===== config.mk =====
export PLATFORM = sky130hd
export DESIGN_NAME = step_ctrl
export DESIGN_NICKNAME = d
export VERILOG_FILES = /design/src/rtl/step_ctrl.sv
export SDC_FILE = /design/constraint.sdc
export NUM_CORES = 1
export LEC_CHECK = 0
export ABC_AREA = 1
export BUFFER_PORTS_ARGS = -buffer_cell sky130_fd_sc_hd__buf_2
export CORE_MARGIN = 5
export CORE_UTILIZATION = 50
export DETAILED_ROUTE_END_ITERATION = 10
export GPL_TIMING_DRIVEN = 1
export PLACE_DENSITY = 0.72
export REMOVE_ABC_BUFFERS = 1
export SYNTH_ARGS = -nofsm -noshare
export SYNTH_HDL_FRONTEND = slang
export SYNTH_SLANG_ARGS = --single-unit

===== constraint.sdc =====
create_clock -name clock -period 1.6 [get_ports clock]
set_input_delay 0.32 -clock clock [delete_from_list [all_inputs] [get_ports clock]]
set_output_delay 0.32 -clock clock [all_outputs]
set_load 0.02 [all_outputs]

===== src/rtl/step_ctrl.sv =====
// rtl/step_ctrl.sv - debug run/step controller driving the mips core clock-enable
module step_ctrl #(
  parameter int DEBOUNCE_CYCLES = 4,
  parameter int CNT_W           = 16,
  parameter int RESET_MODE      = 0
) (
  input  logic             clock,
  input  logic             reset,
  input  logic             change,
  input  logic             step,
  output logic             cpu_en,
  output logic             mode,
  output logic             step_busy,
  output logic [CNT_W-1:0] step_count
);

  // Counter must be able to hold DEBOUNCE_CYCLES itself.
  localparam int DW = (DEBOUNCE_CYCLES < 1) ? 1 : $clog2(DEBOUNCE_CYCLES + 1);

  typedef enum logic [1:0] {
    RUN   = 2'd0,
    HALT  = 2'd1,
    PULSE = 2'd2
  } state_t;

  // Index 0 carries change, index 1 carries step; both paths are identical.
  logic [1:0]    raw;
  logic [1:0]    s1, s2, filt, filt_d;
  logic [DW-1:0] cnt [2];
  logic          change_evt, step_evt;
  state_t        state_q, state_d;

  assign raw = {step, change};

  // Synchronise, debounce and delay each button; filt follows s2 only after
  // s2 has disagreed with it for DEBOUNCE_CYCLES consecutive cycles.
  always_ff @(posedge clock) begin
    if (reset) begin
      s1     <= '0;
      s2     <= '0;
      filt   <= '0;
      filt_d <= '0;
      cnt[0] <= '0;
      cnt[1] <= '0;
    end else begin
      s1     <= raw;
      s2     <= s1;
      filt_d <= filt;
      for (int i = 0; i < 2; i++) begin
        if (s2[i] == filt[i]) begin
          cnt[i] <= '0;
        end else if (cnt[i] == DW'(DEBOUNCE_CYCLES)) begin
          filt[i] <= s2[i];
          cnt[i]  <= '0;
        end else begin
          cnt[i] <= cnt[i] + DW'(1);
        end
      end
    end
  end

  assign change_evt = filt[0] & ~filt_d[0];
  assign step_evt   = filt[1] & ~filt_d[1];

  // State register; reset lands in RUN or HALT depending on RESET_MODE.
  always_ff @(posedge clock) begin
    if (reset) begin
      state_q <= (RESET_MODE != 0) ? HALT : RUN;
    end else begin
      state_q <= state_d;
    end
  end

  // Next-state logic; change always wins over step.
  always_comb begin
    state_d = state_q;
    case (state_q)
      RUN:     if (change_evt) state_d = HALT;
      HALT: begin
        if (change_evt)    state_d = RUN;
        else if (step_evt) state_d = PULSE;
      end
      PULSE:   state_d = change_evt ? RUN : HALT;
      default: state_d = RUN;
    endcase
  end

  // Moore output decode from the state register.
  always_comb begin
    cpu_en    = 1'b0;
    mode      = 1'b0;
    step_busy = 1'b0;
    case (state_q)
      RUN:   cpu_en = 1'b1;
      HALT:  mode   = 1'b1;
      PULSE: begin
        cpu_en    = 1'b1;
        mode      = 1'b1;
        step_busy = 1'b1;
      end
      default: cpu_en = 1'b1;
    endcase
  end

  // Count steps on entry to PULSE so the new value is visible with cpu_en.
  always_ff @(posedge clock) begin
    if (reset) begin
      step_count <= '0;
    end else if (state_d == PULSE && state_q != PULSE) begin
      step_count <= step_count + CNT_W'(1);
    end
  end

endmodule


* After elaboration in Yosys (flattened, before gate mapping)
Memory sizes are Yosys's and may differ from the RTL's. Index checks and enable logic that the tools add are counted.
Word-level totals: register bits after elaboration 26, bits in writable memories 6, bits of input ports 4, output and inout bits 19, logic and storage cells 74, memories kept 1
Memory list:
- cnt | depth 2, width 3, read ports 2, clocked after Yosys merged registers in 0, write ports 2, line 29 | logic [DW-1:0] cnt [2];
Cells by class: add/sub/neg operators 3, eq/ne operators 8, multiplexer cells 38, bitwise operators 12, reduce and logical (&&, ||, !) cells 5
Operator list (count):
- 1-bit two-way mux | 28
- 3-bit two-way mux | 6
- 16-bit by 1-bit adder with 16-bit output, second input constant | 1
- 3-bit by 1-bit adder with 3-bit output, second input constant | 2
- 3-bit equality test, second input constant | 2
- 2-bit two-way mux | 3
- 1-bit OR | 6
- 2-bit case mux with 3 select lines | 1
- 2-bit equality test, second input constant | 2
- 1-bit NOT | 4
- 2-bit AND reduction | 2
- 1-bit bitwise AND | 2
- 1-bit equality test | 2
- 2-bit by 1-bit equality test with 1-bit output, second input constant | 1
- 2-bit logical NOT | 1
- 2-bit inequality test, second input constant | 1
- 2-bit OR reduction | 1
- 1-bit logical AND | 1

* Logic depth before layout (Yosys ltp)
word-level depth 7, mapped depth 12, gate-level depth less buffers 11

* Worst setup path after synthesis
No wires, ideal clock.
kind register -> register, start point register step_count[0], end point register step_count[10], library setup time 0.142 ns, data arrival time 1.366 ns, required time 1.458 ns, slack 0.092 ns, stages on the path, launching flop included 9, path buffers 0, clock period less this slack 1.508 ns, cells stage by stage dfxtp_1 -> ha_1 -> nand2_1 -> nor2_2 -> nand2_1 -> o21ai_0 -> nand2_1 -> nand2_2 -> a21oi_2
On the way: cells in the longest elaborated chain, start to end 1
Ends and longest elaborated chain:
- from (decl) | line 14 | output logic [CNT_W-1:0] step_count
- from (signal assigned) | line 110 | step_count <= step_count + CNT_W'(1);
- 16-bit by 1-bit adder with 16-bit output | line 110
Every way passes these cells. A chain may end at the register's enable or synchronous reset.

* Worst setup path after layout
start point register state_q[0], end point output mode
On the way: cells in the longest elaborated chain, start to end 3, elaborated cells between the ends (all ways) 4, classes of those cells 2 x eq/ne; 1 x mux; 1 x reduce/logical
Ends and longest elaborated chain:
- from (decl) | line 31 | state_t state_q, state_d;
- from (signal assigned) | line 68 | state_q <= (RESET_MODE != 0) ? HALT : RUN;
- from (signal assigned) | line 70 | state_q <= state_d;
- 2-bit equality test or 2-bit by 1-bit equality test with 1-bit output (tied branches) | line 93 | case (state_q)
- 2-bit OR reduction (no source line) *
- 1-bit two-way mux * | line 93
- to (decl) | line 12 | output logic mode,
Every way passes the cells marked *; elsewhere a longest branch is shown, timed or not.

==> results.cfg <==
[outcome]
status = finished clean

[power_and_ir_drop]
power_density_nw_per_um2 = 734
switching_share_pct = 23.0
p_sw_mw = 0.361
power_frac_seq_pct = 54.3
leakage_nw = 0.911
intPower_mw = 1.21
peakVddDrop_uv = 553
power_frac_clock_pct = 38.0
p_comb_share_pct = 7.7

[finish]
fin_cells = 319
synthToLayoutAreaGrowth_pct = 17.8
antenna_cells = 0
fin_nets = 283
utilization_pct = 59.8
layout-drive-gt1-share_pct = 29.5

[critical_path]
crit_path_start_kind = register
cp_max_fo = 4
worstSetupEndpointType = output port
critPathKind = register to output port
cp_data_required_time_ns = 1.28
cp.arrival_ns = 1.20

[grt]
gr-usage-all-layers_pct = 15.5
grt_overflow_total = 0
antenna_found_initial = 0
grt_pass1_vias = 1461
grt_pass1_wl_um = 6220
grt_max_degree = 19

[floorplanning]
dieHeight_um = 70.3
num_rows = 22
start_util_pct = 50.8
dieArea_um2 = 4940
die_w_um = 70.3
io_pins = 23
coreArea_um2 = 3580

[timing]
min_period_over_period_pct = 94.8
rsz0062_at_grt = no
fin_ws_ns = 0.0837
hold_viol_final = 0
setup_violations = 0
finalCriticalPeriod_ns = 1.52
maxSlewViolCount = 0
clock.fmax_ghz = 0.660
finClkSkew_ns = 0.00180
fin_tns_setup_ns = 0

[placed_design]
port_buffers = 22
routabilityCongestion = 0.896
dpl.cell_count = 309
dp_slack_ns = 0.00328
dp_hpwl_um = 2480

[synthesis]
ys_ff_latch = 32
seq_area_frac_synth_pct = 38.6
synth_area_um2 = 1820
synth_cell_type_count = 28
syn_area_per_cell_um2 = 7.76
synthCells = 234
yosys_warnings = 0

[clock_network]
cts_tree = yes
clk_latency_ns = 0.32
clk_path_buf_depth = 2
h-tree-depth = 2
numCtsBuffers = 5
cts_root_buf = clkbuf_4
clock-sinks = 32
path_clk_slew_ns = 0.10
hold_buffers = 0

[detailed_routing]
dr.first_iter.drc_count = 67
antenna_left = 0
routed_via_density = 4.59
drt-pass1-iter-count = 5
drt_wl_total_um = 3400
vias = 1464
routedWlPerCell_um = 10.7
drcViolationCount = 0

[flow_run]
drv_cap = 0

[hold_path]
min_path_type = input pin to register
## state kept, by name, summed over array words and instances (netlist names)
register    count
step_count     16
cnt             6
filt            2
filt_d          2
s1              2
s2              2
state_q         2
## worst paths after layout
check,startpoint,end,slack [ns],cells after the start
setup / recovery,state_q[0],mode,0.08,3
setup reg to reg,state_q[0],step_count[13],0.13,11
hold reg to reg,s1[0],s2[0],0.41,2
hold / removal,change,s1[0],0.19,3
## cell usage in the layout, fill, tap and decap left out, drive strengths merged, types with 4 or more instances in the layout
cell	instances
ha	9
nand2	79
dfxtp	26
buf	29
nor2	33
edfxtp	6
xor2	5
o21ai	4
nand4	4
conb	6
inv	29
clkbuf	6
nand3	5
a21oi	17
xnor2	5
## repair_timing
item | CTS | global route
gates cloned | 0 | 0
resized for setup | 0 | 11
endpoints found under the setup margin | 9 | 18
buffers inserted | 2 | 0
pin swaps | 1 | 0
## cell type report
cell class | instances | area, um2
fillers | 341 | 1440
repair buffers | 29 | 191
clock inverters | 2 | 35.0
well taps | 48 | 60.1
multi-input cells | 172 | 991
clock buffers | 6 | 41.3
flip-flops and latches | 32 | 706
inverters | 30 | 115
## metal layers
metal / GRT usage, % / vias up / part of all wire [%]
met5: 0 / - / 0
met2: 26.8 / 29 / 49
li1: - / 788 / -
met1: 18.4 / 645 / 47
met4: 4.04 / 0 / 0.71
met3: 4.75 / 2 / 4.0
## Yosys cell counts
master    instances  area [um2]
nand2_1          62         233
nand4_1           4        25.0
nand3b_1          2        15.0
nor2_2            2        12.5
xnor2_1           5        43.8
nand2_4           3        33.8
clkinv_1          1        3.75
nand2_2          14        87.6
ha_1              9         113
inv_2             1        3.75
edfxtp_1          6         180
a211oi_1          2        15.0
nor2_1           29         109
a21oi_2          11        96.3
inv_4             1        6.26
o21ai_0           4        20.0
nand3_1           4        20.0
nor2_8            2        40.0
dfxtp_1          26         521
a21oi_1           6        30.0
xor2_1            5        43.8
nand3_2           1        10.0
o211ai_1          1        7.51
conb_1            1        3.75
buf_6             1        11.3
inv_1            27         101
clkbuf_1          3        11.3
buf_12            1        20.0
## worst max-delay path: stages (launching register included)
cell	delay, ns
dfxtp_4	0.38
inv_2	0.05
ha_2	0.30
buf_2	0.15
## kinds of logic (layout without fill, tap and decap cells)
kind of cell | count (synthesis) | in the layout | synth area share, %
flip-flops | 32 | 32 | 38.6
XOR/XNOR | 10 | 10 | 4.82
AO/OA/AOI/OAI | 24 | 24 | 9.30
buffers and inverters | 35 | 67 | 8.68
other | 1 | 6 | 0.206
AND/OR/NAND/NOR | 123 | 123 | 32.2
adder cells (fa/ha/maj) | 9 | 9 | 6.20
## power by group through the flow
stage / combinational (mW) / sequential (mW) / clock, mW
after floorplan: 0.0813 / 0.870 / 0
after global placement: 0.115 / 0.871 / 0
after detailed placement: 0.117 / 0.872 / 0
after CTS: 0.120 / 0.853 / 0.609
after global routing: 0.136 / 0.857 / 0.656
final: 0.121 / 0.853 / 0.597
## through the flow
step | instance area (um2) | power, mW | hold slack [ns]
after floorplan | 1790 | 0.951 | 0.382
after global placement | 2010 | 0.986 | 0.391
after detailed placement | 2010 | 0.989 | 0.396
after CTS | 2120 | 1.58 | 0.179
after global routing | 2140 | 1.65 | 0.170
final | 2140 | 1.57 | 0.190
No activity file was read; power rests on OpenSTA's default activity.
